[src/rtl/vmul_seq_ctrl.sv]
// vmul_seq_ctrl: sequences a multi-word vector multiply through an external
// multiplier, one 32-bit word at a time. For each word it issues the operands,
// waits for the product and writes it back. It reports completion (with an
// error flag) once the last word has been written back.
// Optional feature: define VMUL_SEQ_TIMEOUT_EN to bound the wait for mul_done
// to TMO_CYCLES cycles. On expiry the request completes with cpl_err=1.
module vmul_seq_ctrl #(
    parameter int MAX_WORDS  = 16,
    parameter int TMO_CYCLES = 64
) (
    input  logic                          clk,
    input  logic                          reset,
    input  logic                          req_valid,
    output logic                          req_ready,
    input  logic [2:0]                    req_sew,
    input  logic [$clog2(MAX_WORDS):0]    req_nwords,
    output logic [$clog2(MAX_WORDS)-1:0]  op_idx,
    input  logic [31:0]                   op_a,
    input  logic [31:0]                   op_b,
    output logic                          mul_start,
    output logic [2:0]                    mul_sew,
    output logic                          mul_mode_32bit,
    output logic [31:0]                   mul_a,
    output logic [31:0]                   mul_b,
    input  logic                          mul_done,
    input  logic [31:0]                   mul_product_1,
    input  logic [31:0]                   mul_product_2,
    output logic                          wb_valid,
    output logic [$clog2(MAX_WORDS)-1:0]  wb_idx,
    output logic [31:0]                   wb_lo,
    output logic [31:0]                   wb_hi,
    output logic                          cpl_valid,
    output logic                          cpl_err,
    input  logic                          flush,
    output logic                          busy
);

    localparam int IW = $clog2(MAX_WORDS);
    localparam int NW = IW + 1;

    typedef enum logic [2:0] {
        S_IDLE,
        S_ISSUE,
        S_WAIT,
        S_WB,
        S_CPL
    } state_t;

    state_t          state;
    logic [IW-1:0]   idx;
    logic [NW-1:0]   nwords_q;
    logic            err_q;

    logic            sew_legal;
    logic [NW-1:0]   nwords_sat;
    logic            more_words;

    assign sew_legal  = (req_sew == 3'b000) || (req_sew == 3'b001) || (req_sew == 3'b010);
    assign nwords_sat = (req_nwords > NW'(MAX_WORDS)) ? NW'(MAX_WORDS) : req_nwords;
    // Only evaluated in WB, where nwords_q is at least 1, so the subtraction cannot wrap.
    assign more_words = ({1'b0, idx} < (nwords_q - NW'(1)));

`ifdef VMUL_SEQ_TIMEOUT_EN
    localparam int TW = $clog2(TMO_CYCLES) + 1;
    logic [TW-1:0]   wait_cnt;
    logic            tmo_hit;
    assign tmo_hit = (wait_cnt == TW'(TMO_CYCLES - 1));
`endif

    // req_ready must react to flush in the same cycle, so it stays combinational.
    assign req_ready = (state == S_IDLE) && !flush;
    assign busy      = (state != S_IDLE);
    assign op_idx    = idx;
    assign wb_idx    = idx;

    // Sequencer FSM. All pulse outputs are registered. mul_start and the
    // operands appear together in the first WAIT cycle. wb_valid covers the
    // WB cycle, and cpl_valid follows the CPL cycle.
    always_ff @(posedge clk) begin
        if (reset) begin
            state          <= S_IDLE;
            idx            <= '0;
            nwords_q       <= '0;
            err_q          <= 1'b0;
            mul_start      <= 1'b0;
            mul_sew        <= 3'b000;
            mul_mode_32bit <= 1'b0;
            mul_a          <= '0;
            mul_b          <= '0;
            wb_valid       <= 1'b0;
            wb_lo          <= '0;
            wb_hi          <= '0;
            cpl_valid      <= 1'b0;
            cpl_err        <= 1'b0;
`ifdef VMUL_SEQ_TIMEOUT_EN
            wait_cnt       <= '0;
`endif
        end else begin
            mul_start <= 1'b0;
            wb_valid  <= 1'b0;
            cpl_valid <= 1'b0;
            cpl_err   <= 1'b0;
            if (flush) begin
                // Abort wins over everything, including a same-cycle mul_done.
                // A wb_valid already showing this cycle has been issued.
                state <= S_IDLE;
            end else begin
                case (state)
                    S_IDLE: begin
                        if (req_valid) begin
                            mul_sew        <= req_sew;
                            mul_mode_32bit <= (req_sew == 3'b010);
                            nwords_q       <= nwords_sat;
                            idx            <= '0;
                            err_q          <= !sew_legal;
                            state          <= (sew_legal && (req_nwords != '0)) ? S_ISSUE : S_CPL;
                        end
                    end
                    S_ISSUE: begin
                        mul_a     <= op_a;
                        mul_b     <= op_b;
                        mul_start <= 1'b1;
                        state     <= S_WAIT;
`ifdef VMUL_SEQ_TIMEOUT_EN
                        wait_cnt  <= '0;
`endif
                    end
                    S_WAIT: begin
                        if (mul_done) begin
                            wb_lo    <= mul_product_1;
                            wb_hi    <= mul_product_2;
                            wb_valid <= 1'b1;
                            state    <= S_WB;
                        end
`ifdef VMUL_SEQ_TIMEOUT_EN
                        else if (tmo_hit) begin
                            // Give up on this word and skip the rest of the request.
                            err_q <= 1'b1;
                            state <= S_CPL;
                        end else begin
                            wait_cnt <= wait_cnt + TW'(1);
                        end
`endif
                    end
                    S_WB: begin
                        if (more_words) begin
                            idx   <= idx + IW'(1);
                            state <= S_ISSUE;
                        end else begin
                            state <= S_CPL;
                        end
                    end
                    S_CPL: begin
                        cpl_valid <= 1'b1;
                        cpl_err   <= err_q;
                        state     <= S_IDLE;
                    end
                    default: state <= S_IDLE;
                endcase
            end
        end
    end

endmodule

[config.mk]
export PLATFORM = sky130hd
export DESIGN_NAME = vmul_seq_ctrl
export DESIGN_NICKNAME = d
export VERILOG_FILES = /design/src/rtl/vmul_seq_ctrl.sv
export SDC_FILE = /design/constraint.sdc
export NUM_CORES = 1
export LEC_CHECK = 0
export CAP_MARGIN = 25
export CORE_ASPECT_RATIO = 0.8
export CORE_MARGIN = 1.5
export CORE_UTILIZATION = 40
export DETAILED_ROUTE_END_ITERATION = 12
export PLACE_DENSITY = 0.9
export SLEW_MARGIN = 20
export SYNTH_ARGS = -nofsm -noshare
export SYNTH_HDL_FRONTEND = slang
export SYNTH_SLANG_ARGS = --single-unit
[constraint.sdc]
create_clock -name clk -period 2.95 [get_ports clk]
set_clock_uncertainty 0.15 [all_clocks]
set_input_delay 0.59 -clock clk [delete_from_list [all_inputs] [get_ports clk]]
set_output_delay 0.59 -clock clk [all_outputs]
set_load 0.01 [all_outputs]
# == After elaboration in Yosys (flattened, before gate mapping) ==
# Index checks and enable logic that the tools add are counted.
# word_totals
ff_bits,149
# classes
n_addsub,2
magnitude_cmp,2
n_eq_ne,9
n_mux,12
bitwise_logic,3
n_reduce_logical,19
# op_table
operator,count
$mux W3,4
$pmux W3 S4,1
$eq A3 B2 Y1 const B,3
$mux W4,2
$pmux W4 S2,1
$eq A3 B1 Y1 const B,2
$logic_not A3 Y1,2
$ne A2 B2 Y1 const B,3
$reduce_and A3 Y1,2
$reduce_or A3 Y1,2
$gt A5 B5 Y1 const B,1
$lt A4 B5 Y1,1
$mux W5,1
$reduce_bool A5 Y1,1
$sub A5 B1 Y5 const B,1
$add A4 B1 Y4 const B,1
$reduce_and A2 Y1,2
$reduce_and A4 Y1,1
$eq A3 B3 Y1 const B,1
$mux W1,3
$not A1 Y1,3
$reduce_bool A3 Y1,1
$logic_and A1 B1 Y1,2
$logic_not A1 Y1,2
other kinds (3),4

# == Logic depth before layout (Yosys ltp) ==
# depth
ltp_word,7
ltp_mapped,9
depth_no_buf,9

# == Least setup slack after synthesis ==
# No wires, ideal clock.
# synth_timing
path_kind,register to register
from,reg nwords_q[0]
to,"reg idx[1], in the netlist op_idx[1]"
setup_ns,0.074
t_arrival_ns,1.907
required_ns,2.726
slack_ns,0.819
path_stages_with_launch,10
n_path_buf,0
synth_period_minus_slack_ns,2.131
cell_sequence,dfxtp_1 inv_1 ha_1 xnor2_1 ha_1 o21ai_0 a22oi_1 a211oi_2 or4b_1 o21ai_0
# synth_between
elab_chain_len,4
# synth_rtl
item,line_no,text
start: declaration,51,logic [NW-1:0] nwords_q;
start signal: assignment,113,nwords_q <= nwords_sat;
$sub A5 B1 Y5,61,"assign more_words = ({1'b0, idx} < (nwords_q - NW'(1)));"
$lt A4 B5 Y1,61,
$ne A2 B2 Y1 (no line),n/a,
$reduce_and A4 Y1 (no line),n/a,
end signal: assignment,147,idx <= idx + IW'(1);
end: declaration,50,logic [IW-1:0] idx;
# No other way between the ends.
# A chain may end at the register's enable or synchronous reset.

# == Final worst setup path ==
# layout_timing
from,in flush
to,out req_ready
# layout_between
elab_chain_len,2
# layout_rtl
item,line_no,text
start: declaration,34,"input logic flush,"
$logic_not A1 Y1,71,assign req_ready = (state == S_IDLE) && !flush;
$logic_and A1 B1 Y1,71,
end: declaration,14,"output logic req_ready,"
# No other way between the ends.

==> impl_metrics.env <==
export IMPL_p_comb_frac=0.073
export IMPL_yosysSeqAreaShare=0.543
export IMPL_syn_nets=828
export IMPL_net_switching_power_uw=960
export IMPL_clk_path_buf_depth=2
export IMPL_grt_max_degree=86
export IMPL_drv_slew=0
export IMPL_first_pass_iters=4
export IMPL_cts_hold_buf=0
export IMPL_cp_depth=4
export IMPL_initial_core_util=0.407
export IMPL_crit_fanout=3
export IMPL_post_cts_resized=0
export IMPL_holdCritPathClass="register to register"
export IMPL_avgRoutedWirePerCell_microns=14.4
export IMPL_grt_total_usage=0.224
export IMPL_syn_area_sq_um=5500
export IMPL_setup_violations=0
export IMPL_worstPathArrival_ps=1950
export IMPL_powerDensity_nw_per_um2=525
export IMPL_vdd_drop_max_mv=0.473
export IMPL_path_buf_inv=2
export IMPL_cts_reportedPaths_clkPinSlew_ps=50
export IMPL_grt_setup_unrepaired="false"
export IMPL_power_mw=4.74
export IMPL_crit_chain="clkdlybuf4s50_1 -> or2_1 -> nor3_1 -> clkdlybuf4s50_1"
export IMPL_min_period_ps=2690
export IMPL_max_stage_delay_ps=560
export IMPL_overflow=0
export IMPL_p_seq_frac=0.431
export IMPL_place_hpwl_microns=11100
export IMPL_p_clk_frac=0.495
export IMPL_syn_inst=682
export IMPL_drt_initial_drc_count=273
export IMPL_htreeDepth=4
export IMPL_via_count=5450
export IMPL_drc_errors=0
export IMPL_antenna_found_initial=0
export IMPL_crit_top_cell="clkdlybuf4s50_1"
export IMPL_avgViaCountPerCell=4.81
export IMPL_multi_input_area_sq_um=2180
export IMPL_p_leak_nw=3.06
export IMPL_n_fill_cell=1065
export IMPL_seq_area_sq_um=2980
export IMPL_ant_nets=0
export IMPL_ios=287
export IMPL_syn_to_final_growth_pct=64.3
export IMPL_min_path_cells=2
export IMPL_rows=38
export IMPL_clock_fmax_ghz=0.372
export IMPL_port_buffers=286
export IMPL_critical_path_class="input port to primary output"
export IMPL_fin_nets=1088
export IMPL_cts_buffers=17
export IMPL_p_int_mw=3.78
export IMPL_synth_top_cells_by_area="dfxtp_1 54%, nand2_1 18%, a21oi_1 13%"
export IMPL_final_util=0.669
export IMPL_min_period_over_period=0.912
export IMPL_relSlewSlack=0.548
export IMPL_synth_top_area_share=0.543
export IMPL_totalWireLength_microns=16300
export IMPL_reg2reg_depth=9
export IMPL_worstSkewPairLatency_ps=400
export IMPL_cts_setup_buffers=0
export IMPL_drive_above_1_share=0.0472
export IMPL_gp_congestion=0.786
export IMPL_worstPathRequired_ps=2210
export IMPL_yosys_warnings=0
export IMPL_ys_types=34
export IMPL_cts_tree="built"
export IMPL_die_x_microns=134
export IMPL_die_y_microns=108
export IMPL_crit_slowest_cell="clkdlybuf4s50_1"
export IMPL_critical_path_endpoint_type="primary output"
export IMPL_synth_top_area_cell="dfxtp_1"
export IMPL_dieArea_sq_um=14500
export IMPL_switching_share=0.202
export IMPL_avgSynthCellArea_sq_um=8.06
export IMPL_ys_ff_latch=149
export IMPL_diodes=0
export IMPL_core_sq_um=13500
export IMPL_critPathTopFamily="buffers and inverters"
export IMPL_drv_cap=0
export IMPL_grt_pass1_wl_microns=25800
export IMPL_grt_pass1_vias=5373
export IMPL_status="finished clean"
export IMPL_worst_slew_pin_slew_ps=678
export IMPL_cts_sinks=149
export IMPL_hold_viol=0
export IMPL_setup_tns_ps=0
export IMPL_root_buffer="clkbuf_16"
export IMPL_critPathLaunchType="input port"
-- placed cells by master, fill, tap and decap left out, types with 6 or more instances in the layout --
cell	count
clkdlybuf4s50_1	285
nand2_1	268
dfxtp_1	149
a21oi_1	141
clkbuf_16	17
nor2_1	13
nor3_1	6
o21ai_0	6
-- synth_stat cells --
master / n
or4b_2: 1
o21ai_1: 1
nor4b_1: 1
or2_1: 1
dfxtp_1: 149
or4_1: 2
a22oi_1: 1
a21bo_2: 1
nor2_1: 13
and3_1: 3
buf_4: 5
a21boi_0: 1
or3_1: 3
nand2b_1: 1
nand3_1: 3
ha_1: 5
a211oi_1: 2
inv_1: 5
clkbuf_1: 18
nand2_1: 268
buf_2: 7
buf_6: 13
o21ai_0: 6
nor3_1: 6
buf_1: 9
nand3b_1: 2
and2_1: 1
xnor2_1: 5
or4b_1: 2
a211oi_2: 1
nor3_4: 1
a21oi_1: 141
nor3b_1: 3
nor3b_2: 1
-- metal layers --
layer	wire [microns]	vias to the layer above	GRT usage
li1	-	2737	-
met1	6590	2501	0.253
met2	8040	196	0.390
met3	1470	16	0.0843
met4	211	0	0.0783
met5	0	-	0
-- power groups by stage --
stage | Clock (mW) | Sequential, mW | Combinational, mW
4_1_cts | 2.40 | 2.04 | 0.349
5_1_grt | 2.48 | 2.05 | 0.375
2_1_floorplan | 0 | 2.09 | 0.0931
3_5_place_dp | 0 | 2.09 | 0.345
6_report | 2.35 | 2.05 | 0.348
3_3_place_gp | 0 | 2.09 | 0.342
-- worst paths after layout --
| path | startpoint | slack (ps) | to |
|---|---|---|---|
| max | flush | 260 | req_ready |
| min | mul_b[21] | 300 | mul_b[21] |
| max reg2reg | nwords_q[0] | 590 | op_idx[1] |
| min reg2reg | mul_b[21] | 300 | mul_b[21] |
-- flip-flops by register name (all words and copies together) (netlist names), 3 cells and up --
signal	flops
mul_a	32
state	3
mul_b	32
nwords_q	5
op_idx	4
mul_sew	3
wb_lo	32
wb_hi	32
-- cells by family after synthesis --
logic type               Yosys count  share of synthesized area
XOR/XNOR                           5                    0.00797
flip-flops                       149                      0.543
buffers and inverters             57                     0.0617
AND/OR/NAND/NOR                  312                      0.232
adder cells (fa/ha/maj)            5                     0.0114
AO/OA/AOI/OAI                    154                      0.144
-- metrics by stage --
stage	setup WS, ps	instance area, sq um	cells	hold WS (ps)
floorplan	819	5500	682	281
global placement	251	8390	1103	290
detailed placement	255	8390	1103	296
CTS	254	9030	1134	304
global route	207	9030	1134	314
finish	259	9030	1134	301
-- layout make-up --
class / count / area share
clock buffers: 20 / 0.0495
multi-input cells: 476 / 0.242
well taps: 180 / 0.0249
flip-flops and latches: 149 / 0.330
repair buffers: 293 / 0.329
inverters: 5 / 0.00208
clock inverters: 11 / 0.0220
-- worst min-delay path: stages (launching register included) --
cell and delay, ps:
dfxtp_1 300, nand2_1 50, a21oi_1 50
(Power assumes the default switching activity.)
